<file path="src/rtl/imm_gen_pipe.sv">
// imm_gen_pipe
//   Decodes the immediate field of a 32-bit RISC-V instruction word into an
//   XLEN-wide sign- or zero-extended value.
//   The result is registered behind a 2-entry skid buffer (main + skid), so
//   there is one cycle of latency and a fully registered in_ready.
//
// Optional feature macro: IMM_GEN_ZIMM_EN
//   When defined, ImmSrc 3'b101 decodes the CSR zimm field
//   (zero-extended data_in[19:15]).
//   When not defined, ImmSrc 3'b101 is flagged as illegal.
//
// Ports
//   clk, rst                  clock; asynchronous active-high reset
//   in_valid / in_ready       upstream handshake (in_ready = !skid_valid, registered)
//   ImmSrc, data_in, tag_in   format select, instruction word, sideband tag
//   flush                     synchronous drop of every held entry
//   out_valid / out_ready     downstream handshake
//   data_out, tag_out         immediate and tag, driven straight from the main register
//   illegal                   main entry had an unsupported ImmSrc
//   illegal_cnt               saturating count of accepted illegal entries
module imm_gen_pipe #(
   parameter int XLEN  = 32,
   parameter int TAG_W = 5
) (
   input  logic             clk,
   input  logic             rst,
   input  logic             in_valid,
   output logic             in_ready,
   input  logic [2:0]       ImmSrc,
   input  logic [31:0]      data_in,
   input  logic [TAG_W-1:0] tag_in,
   input  logic             flush,
   output logic             out_valid,
   input  logic             out_ready,
   output logic [XLEN-1:0]  data_out,
   output logic [TAG_W-1:0] tag_out,
   output logic             illegal,
   output logic [7:0]       illegal_cnt
);

   typedef struct packed {
      logic [XLEN-1:0]  imm;
      logic [TAG_W-1:0] tag;
      logic             ill;
   } entry_t;

   entry_t     main_q, main_d, skid_q, skid_d, new_e;
   logic       main_vld, main_vld_d, skid_vld, skid_vld_d;
   logic       in_ready_q;
   logic [7:0] cnt_q, cnt_d;
   logic [31:0] imm32;
   logic       accept, drain;

   // Opcode bits never contribute to any immediate.
   logic unused_opcode;
   assign unused_opcode = ^data_in[6:0];

   // Decode to 32 bits first; the result is then extended from bit 31.
   // Doing it this way avoids zero-width replications when XLEN == 32.
   // zimm and the illegal encodings keep bit 31 at 0, so they extend with zeros.
   always_comb begin
      imm32     = '0;
      new_e.ill = 1'b0;
      case (ImmSrc)
         3'b000: imm32 = {{20{data_in[31]}}, data_in[31:20]};
         3'b001: imm32 = {{20{data_in[31]}}, data_in[31:25], data_in[11:7]};
         3'b010: imm32 = {{20{data_in[31]}}, data_in[7], data_in[30:25],
                          data_in[11:8], 1'b0};
         3'b011: imm32 = {{12{data_in[31]}}, data_in[19:12], data_in[20],
                          data_in[30:21], 1'b0};
         3'b100: imm32 = {data_in[31:12], 12'b0};
`ifdef IMM_GEN_ZIMM_EN
         3'b101: imm32 = {27'b0, data_in[19:15]};
`else
         3'b101: new_e.ill = 1'b1;
`endif
         default: new_e.ill = 1'b1;
      endcase
      new_e.imm        = {XLEN{imm32[31]}};
      new_e.imm[31:0]  = imm32;
      new_e.tag        = tag_in;
   end

   assign accept = in_valid & in_ready_q;
   assign drain  = main_vld & out_ready;

   // Skid can only be occupied while main is.
   // While skid is occupied, in_ready is low, so accept and a skid-to-main
   // move never happen in the same cycle.
   always_comb begin
      main_d     = main_q;
      main_vld_d = main_vld;
      skid_d     = skid_q;
      skid_vld_d = skid_vld;
      cnt_d      = cnt_q;
      if (flush) begin
         // Flush wins over a same-cycle accept: the input is dropped and is not counted.
         main_vld_d = 1'b0;
         skid_vld_d = 1'b0;
      end else begin
         if (drain) begin
            if (skid_vld) begin
               main_d     = skid_q;
               main_vld_d = 1'b1;
               skid_vld_d = 1'b0;
            end else if (accept) begin
               main_d     = new_e;
               main_vld_d = 1'b1;
            end else begin
               main_vld_d = 1'b0;
            end
         end else if (accept) begin
            if (main_vld) begin
               skid_d     = new_e;
               skid_vld_d = 1'b1;
            end else begin
               main_d     = new_e;
               main_vld_d = 1'b1;
            end
         end
         if (accept && new_e.ill && (cnt_q != 8'hFF))
            cnt_d = cnt_q + 8'd1;
      end
   end

   always_ff @(posedge clk or posedge rst) begin
      if (rst) begin
         main_q     <= '0;
         skid_q     <= '0;
         main_vld   <= 1'b0;
         skid_vld   <= 1'b0;
         in_ready_q <= 1'b1;
         cnt_q      <= 8'd0;
      end else begin
         main_q     <= main_d;
         skid_q     <= skid_d;
         main_vld   <= main_vld_d;
         skid_vld   <= skid_vld_d;
         in_ready_q <= ~skid_vld_d;
         cnt_q      <= cnt_d;
      end
   end

   assign in_ready    = in_ready_q;
   assign out_valid   = main_vld;
   assign data_out    = main_q.imm;
   assign tag_out     = main_q.tag;
   assign illegal     = main_q.ill;
   assign illegal_cnt = cnt_q;

endmodule

</file>
<file path="config.mk">
export PLATFORM = sky130hd
export DESIGN_NAME = imm_gen_pipe
export DESIGN_NICKNAME = d
export VERILOG_FILES = /design/src/rtl/imm_gen_pipe.sv
export SDC_FILE = /design/constraint.sdc
export NUM_CORES = 1
export LEC_CHECK = 0
export CAP_MARGIN = 20
export CORE_ASPECT_RATIO = 2
export CORE_MARGIN = 1.5
export CORE_UTILIZATION = 45
export DETAILED_ROUTE_END_ITERATION = 10
export PLACE_DENSITY = 0.75
export SKIP_LAST_GASP = 1
export SYNTH_ARGS = -nofsm -noshare
export SYNTH_HDL_FRONTEND = slang
export SYNTH_SLANG_ARGS = --single-unit
</file>
<file path="constraint.sdc">
create_clock -name clk -period 2.6 [get_ports clk]
set_input_delay 0.39 -clock clk [delete_from_list [all_inputs] [get_ports clk]]
set_output_delay 0.39 -clock clk [all_outputs]
set_load 0.05 [all_outputs]
</file>
## Word level (Yosys, flattened, before mapping)

Cells that the tools add are included.

- Eq/ne operators: 6
- Reduce and logical (&&, ||, !) cells: 10
- Add/sub/neg operators: 1
- Bitwise logic cells: 5
- Multiplexer cells: 16

Operator list:

| kind | count |
|---|---|
| 2-to-1 mux 38 bit | 5 |
| one-hot mux 32 bit (5 select lines) | 1 |
| 2-to-1 mux 1 bit | 10 |
| adder 8 x 1 -> 8 bit (second input constant) | 1 |
| inequality test 8 bit (second input constant) | 1 |
| AND reduction 4 bit | 2 |
| equality test 3 x 2 -> 1 bit (second input constant) | 2 |
| OR reduction 5 bit | 1 |
| nonzero test 2 bit | 2 |
| equality test 3 x 1 -> 1 bit (second input constant) | 1 |
| equality test 3 bit (second input constant) | 1 |
| logical NOT 3 bit | 1 |
| inverter 1 bit | 3 |
| nonzero test 3 bit | 1 |
| bitwise AND 1 bit | 2 |
| logical AND 1 bit | 2 |
| inequality test 2 x 1 -> 1 bit (second input constant) | 1 |
| AND reduction 2 bit | 1 |

- Output and inout port bits: 48
- Word-level logic and storage cells: 48
- Flip-flop bits (word level): 87

## Longest topological paths before layout

Gate-level depths: netlist of run 1.

- Depth in word-level cells: 6
- Mapped depth: 7
- Mapped depth without buffers: 5

## Worst setup path before layout of run 1

Ideal clock, no wire load.

- Kind: reg2reg
- From: register in_ready_q (netlist: in_ready)
- To: register main_q, in the netlist data_out[20]
- Slack: 0.598 ns
- Library setup time: 0.125 ns
- Stages on the path, launching flop included: 5
- Data arrival time: 1.877 ns
- Clock period less this slack: 2.002 ns
- Cells stage by stage: dfstp_2 > nand2_1 > a211oi_4 > buf_4 > mux2_2

- Longest elaborated chain between the ends: 3
- Elaborated cells between the ends (all ways): 4
- Classes of those cells: 1 x bitwise; 3 x reduce/logical

Ends and longest elaborated chain:

| what | line | text |
|---|---|---|
| from (decl) | 49 | `logic in_ready_q;` |
| from (signal assigned) | 139 | `in_ready_q <= ~skid_vld_d;` |
| bitwise AND 1 bit (*) | 84 | `assign accept = in_valid & in_ready_q;` |
| nonzero test 2 bit (no source line) | n/a |  |
| AND reduction 4 bit (no source line) (*) | n/a |  |
| to (signal assigned) | 135 | `main_q <= main_d;` |
| to (decl) | 47 | `entry_t main_q, main_d, skid_q, skid_d, new_e;` |

Mark *: on every way between the ends. The rest lies on a longest branch, timed or not.
A chain may end at the register's enable or synchronous reset.

## Worst setup path in the final report of run 1

- From: register in_ready_q (netlist: in_ready)
- To: output port in_ready

RTL lines:

| what | line | text |
|---|---|---|
| to (decl) | 28 | `output logic in_ready,` |

No word-level cell between the ends.

==> metrics.yaml, run 1 <==
run_status:
  outcome: "complete, no violations"
timing:
  hold_viol: 0
  clock-skew-final_ps: 7.50
  slew_violations: 0
  holdWs_ps: 475
  worst_slew_pin_slew_ps: 877
  period_share_pct: 80.6
  slew_headroom_pct: 41.4
  timing.fmax_mhz: 477
  finalSetupTns_ps: 0
  setup_viol: 0
  layout_min_cycle_time_ps: 2100
  rsz0062_at_grt: "no"
  fin_ws_ps: 504
critical_path:
  required_ps: 2210
  critPathKind: "register to output pin"
  start_kind: "register"
  critPathArrivalTime_ps: 1710
  timing.rr.start: "in_ready"
  path_cells: "clkdlybuf4s50_1"
  rrSetupSlack_ps: 650
  critPathTopFamily: "buffers and inverters"
  worst_r2r_path_depth: 5
  critPathBufInv: 1
  r2r-end: "skid_q[16]"
  path_max_fanout: 4
  critPathSlowestCell: "clkdlybuf4s50_1"
  max_stage_delay_ps: 800
  setup.worst_path.end_class: "output pin"
global_route:
  use_met2_pct: 36.2
  grt_use_met1_pct: 26.0
  grt.overflow.total: 0
  grt_pass1_vias: 3540
  grt_usage_pct: 21.8
  grt_pass1_wl_mm: 17.0
  grt_start_max_net_pins: 88
  met3_usage_pct: 4.20
  top_usage_layer: "met2"
  antenna_found_initial: 0
yosys:
  synth_warnings: 0
  syn_avg_cell_area_um2: 9.21
  synthesis.area_um2: 4180
  ys_seq_area_share_pct: 52.1
  synth.distinct_cells: 45
  async_flop_share_pct: 100
  yosysTopAreaCell: "dfrtp_1"
  synth_top_cell_area_share_pct: 51.5
  synth_edf_count: 0
  synthFlopType: "dfrtp_1"
  synth_area_leaders: "dfrtp_1, nand2_1, a21oi_1"
  synth_common_cells: "nand2_1, dfrtp_1, a21oi_1"
  synth_most_common_cell: "nand2_1"
  synth.net_count: 500
  synth_cells: 454
  postSynthRegisterBits: 87
floorplanning:
  dieArea_um2: 9920
  coreArea_um2: 9010
  die_h_um: 139
  die_w_um: 71.2
  start_util_pct: 46.4
  rows: 49
  io_pins: 93
drt:
  vias_per_cell: 5.65
  drtAntennaViolNets: 0
  drc: 0
  dr.pass1.iters: 4
  routed-via-count: 3611
  wl_per_cell_um: 15.9
  totalWireLength_mm: 10.1
  drt_iter0_markers: 233
cts:
  post_cts_buffers: 0
  insertion_delay_ps: 350
  cts_max_level: 3
  cts_sinks: 87
  cts_tree: "built"
  cts_root_buffer: "clkbuf_16"
  cts_resized: 0
  clockBufferDepth: 2
  cts_hold_buffers: 0
  cts.clk_slew.worst_paths_ps: 70
  cts_buffers: 9
layout:
  nFillCells: 769
  diodes: 0
  syn_to_final_growth_pct: 30.4
  final_nets: 578
  drive_above_1_share_pct: 10.2
placement:
  pre_cts_ws_ps: 252
  routabilityCongestion: 0.780
  dp_hpwl_mm: 6.98
  numPortBuffers: 85
power:
  p_leak_nw: 2.41
  powerDensity_nw_per_um2: 816
  vdd.ir_drop.worst_mv: 0.423
worst_hold_path:
  hold_start: "skid_q[22]"
  hold_path_class: "register to register"
  whs_endpoint: "skid_q[22]"
  holdPathStages: 2
flow_run:
  cap_viol_max_count: 0
==> through the flow <==
| step | cell area, µm² | power, mW | utilization, % | instances |
|---|---|---|---|---|
| 2_1_floorplan | 4190 | 2.69 | - | 454 |
| 3_3_place_gp | 5160 | 3.15 | 57.2 | 623 |
| 3_5_place_dp | 5160 | 3.19 | 57.2 | 623 |
| 4_1_cts | 5460 | 4.49 | 60.5 | 639 |
| 5_1_grt | 5460 | 4.65 | 60.5 | 639 |
| 6_report | 5460 | 4.45 | 60.5 | 639 |
==> routing by layer <==
metal / up-vias / wire length [µm]
met5: - / 0
met4: 0 / 362
met3: 18 / 352
met2: 93 / 5330
met1: 1764 / 4100
li1: 1736 / -
==> final cells by class <==
class	instances	area, µm²	share of cell area, %
clock buffers	10	229	4.20
clock inverters	6	70.1	1.28
inverters	3	15.0	0.275
multi-input cells	329	1840	33.8
flip-flops and latches	87	2180	39.9
well taps	102	128	2.34
repair buffers	102	991	18.2
==> worst max-delay path by stage <==
stage / from / end / cells past startpoint
2_1_floorplan: in_ready / data_out[20] / 4
3_3_place_gp: ImmSrc[2] / data_out[30] / 5
3_5_place_dp: ImmSrc[2] / data_out[30] / 5
4_1_cts: in_ready / in_ready / 1
5_1_grt: ImmSrc[2] / data_out[29] / 5
6_report: in_ready / in_ready / 1
==> logic make-up after synthesis <==
group,synth area share [%]
buffers and inverters,3.98
xor gates and xnor gates,1.23
DFF,52.1
adders and majority gates,0.299
and+or+nand+nor,24.2
AOI/OAI and AO/OA,13.6
muxes,4.67
==> registers in the layout, summed over array words and instances, names as in the netlist <==
signal,count
out_valid,1
illegal,1
data_out,32
skid_vld,1
skid_q,38
illegal_cnt,8
tag_out,5
in_ready,1
==> layout by cell type, fill, tap and decap left out, drive strengths merged, types with 2 or more instances in the layout <==
master / synthesis / layout
or3b: 2 / 2
o21ai: 38 / 38
nand4b: 8 / 8
a211o: 2 / 2
a211oi: 2 / 2
buf: 17 / 17
inv: 3 / 3
mux2i: 6 / 6
nand4bb: 7 / 7
nand2: 106 / 106
nand3b: 6 / 6
a31oi: 8 / 8
or3: 6 / 6
xor2: 4 / 4
a21oi: 43 / 43
nor4: 3 / 3
clkdlybuf4s50: 0 / 85
nor2b: 2 / 2
clkbuf: 18 / 10
dfrtp: 86 / 86
nand4: 9 / 9
nor3: 3 / 3
nand3: 7 / 7
nor3b: 7 / 7
clkinvlp: 0 / 4
mux2: 12 / 12
o31ai: 4 / 4
nor2: 33 / 33
==> report_power, final <==
| part | switching, mW | total [mW] | leakage [nW] | internal [mW] |
|---|---|---|---|---|
| registers | 0.168 | 1.79 | 1.11 | 1.62 |
| logic | 0.872 | 1.37 | 1.16 | 0.495 |
| clock network | 0.543 | 1.29 | 0.135 | 0.749 |
| total | 1.58 | 4.45 | 2.41 | 2.87 |
No activity file was read; power rests on OpenSTA's default activity.
==> run 2: changes to the inputs <==
==> constraint.sdc (replaced) <==
create_clock -name clk -period 1.82 [get_ports clk]
set_input_delay 0.273 -clock clk [delete_from_list [all_inputs] [get_ports clk]]
set_output_delay 0.273 -clock clk [all_outputs]
set_load 0.05 [all_outputs]
==> run 2 against run 1 <==
Largest cell class unchanged; final cell count is 4.1% higher; combinational power increased by 47%; worst setup slack got worse by 470 ps; utilization increased by 3.7 points; highest routed layer unchanged; clock-buffer cell count increased by 3; die area did not move; final area rose by 6.1%; flip-flop and latch count did not move; register-to-register slack lost 620 ps; first-iteration DRC count shrank 6.9%.
==> metrics.yaml, run 2 (synthesis results as in run 1) <==
timing:
  slew_violations: 0  # unchanged
  clock-skew-final_ps: 8.54  # +1.04 ps
  slew_headroom_pct: 65.5  # +24 points
  worst_slew_pin_slew_ps: 516  # -362 ps
  layout_min_cycle_time_ps: 1790
  hold_viol: 0  # unchanged
  timing.fmax_mhz: 559
  setup_viol: 0  # unchanged
  period_share_pct: 98.3
layout:
  layout_common_cells: "nand2_1, dfrtp_1, clkdlybuf4s50_1"
  instances_no_fill: 665  # +4.1%
  drive_above_1_share_pct: 18.3  # +8.1 points
  syn_to_final_growth_pct: 38.3
  diodes: 0  # unchanged
  final_nets: 604  # +4.5%
  layout_commonest_cell: "nand2_1"
  largest_reg_flops: 38  # unchanged
  regMostFlops: "skid_q"
  fin_util_pct: 64.2  # +3.7 points
  stdcell_area_um2: 5790  # +6.1%
power:
  p_clk_share_pct: 27.2  # -1.8 points
  total_power_mw: 6.30  # +41%
  p_sw_share_pct: 35.4  # -0.16 points
  p_leak_nw: 2.64  # +9.8%
  powerDensity_nw_per_um2: 1090  # +33%
  vdd.ir_drop.worst_mv: 0.909  # +110%
  comb_power_share_pct: 32.0  # +1.3 points
  intPower_mw: 4.07  # +42%
  p_seq_share_pct: 40.9  # +0.6 points
  switchingPower_mw: 2.23  # +41%
drt:
  drtAntennaViolNets: 0  # unchanged
  drt_iter0_markers: 217  # -6.9%
  vias_per_cell: 5.60  # -0.85%
  drc: 0  # unchanged
  dr.pass1.iters: 5  # +1
  routed-via-count: 3726  # +3.2%
  totalWireLength_mm: 10.6  # +4.7%
  wl_per_cell_um: 16.0  # +0.65%
global_route:
  grt_usage_pct: 22.1  # +0.31 points
  antenna_found_initial: 0  # unchanged
  grt_pass1_wl_mm: 17.5  # +2.8%
  grt_start_max_net_pins: 33  # -63%
  grt_pass1_vias: 3696  # +4.4%
  grt.overflow.total: 0  # unchanged
cts:
  cts_sinks: 87  # unchanged
  clockBufferDepth: 2  # unchanged
  cts_root_buffer: "clkbuf_16"
  cts_max_level: 3  # unchanged
  cts_tree: "built"
  cts.clk_slew.worst_paths_ps: 60  # about the same
  insertion_delay_ps: 340  # about the same
  cts_hold_buffers: 0  # unchanged
  cts_buffers: 9  # unchanged
critical_path:
  required_ps: 2030  # -180 ps
  critPathKind: "register to register"
  setup.worst_path.end_class: "register"
  path_max_fanout: 6  # +2
  critPathArrivalTime_ps: 2000  # +290 ps
  start_kind: "register"
worst_hold_path:
  hold_path_class: "primary input to asynchronous set/reset pin"
placement:
  dp_cells: 646  # +3.7%
  dp_hpwl_mm: 7.56  # +8.4%
  numPortBuffers: 85  # unchanged
  routabilityCongestion: 0.899  # +15%
  placed_cell_area_um2: 5430  # +5.4%
floorplanning:
  rows: 49  # unchanged
  coreArea_um2: 9010  # unchanged
  dieArea_um2: 9920  # unchanged
  io_pins: 93  # unchanged
  start_util_pct: 46.4  # unchanged
  die_w_um: 71.2  # unchanged
  die_h_um: 139  # unchanged
flow_run:
  cap_viol_max_count: 0  # unchanged
run_status:
  outcome: "complete, no violations"
run 2: cell count changes in the layout (fill, tap and decap cells not counted), moves of 2 or more:
cell	before	now
clkdlybuf4s50_1	85	65
clkinv_2	0	2
dfrtp_1	86	83
clkbuf_8	0	2
dlygate4sd2_1	0	2
buf_6	0	2
clkinvlp_4	4	2
nor2b_1	2	0
buf_12	1	12
dfrtp_2	0	3
buf_4	16	45
run 2: timing repair:
| item | 4_1_cts | 5_1_grt |
|---|---|---|
| resized for setup | 4 | 7 |
| setup endpoints to repair | 13 | 17 |
| buffers inserted | 0 | 2 |
| gates cloned | 0 | 1 |
| pin swaps | 0 | 1 |
run 2: stage by stage:
stage	hold slack [ps]	setup WS (ps)	TNS, ps
after floorplan	378	15.4	0
after global placement	450	-197	-7820
after detailed placement	458	-247	-9270
after CTS	324	10.2	0
after global routing	360	-9.45	-16.5
final	316	31.8	0
run 2: area by class of cell:
| class | count | area [µm²] |
|---|---|---|
| clock inverters | 3 | 17.5 |
| repair buffers | 128 | 1310 |
| inverters | 3 | 15.0 |
| fillers | 724 | 3230 |
| multi-input cells | 329 | 1870 |
| clock buffers | 13 | 260 |
| flip-flops and latches | 87 | 2190 |
| well taps | 102 | 128 |
run 2: critical path: stages (launching register included):
cell and delay (ps):
dfstp_4 620, buf_6 110, nand2_8 60, a211oi_4 240, buf_6 170, buf_12 130, mux2_2 340
run 2: worst paths after layout:
check	slack, ps	startpoint	cells past startpoint	end
setup / recovery	30	in_ready	6	data_out[29]
hold / removal	320	rst	2	illegal
setup reg to reg	30	in_ready	6	data_out[29]
hold reg to reg	470	skid_q[25]	2	skid_q[25]
max in group asynchronous	940	rst	3	in_ready
min in group clk	470	skid_q[25]	2	skid_q[25]
run 2: per-layer routing:
layer / track usage [%] / up-vias / part of all wire, % / wire length [µm]
met5: 0 / - / 0 / 0
met4: 10.6 / 0 / 3.0 / 316
met3: 2.68 / 22 / 3.9 / 418
met2: 38.5 / 120 / 54 / 5750
met1: 26.3 / 1807 / 39 / 4130
li1: - / 1777 / - / -
run 2: power groups by stage:
stage / clock network (mW) / registers [mW] / logic (mW)
4_1_cts: 1.74 / 2.57 / 2.00
3_3_place_gp: 0 / 2.58 / 1.95
3_5_place_dp: 0 / 2.61 / 1.99
5_1_grt: 1.81 / 2.63 / 2.15
6_report: 1.71 / 2.57 / 2.01
2_1_floorplan: 0 / 3.28 / 0.565
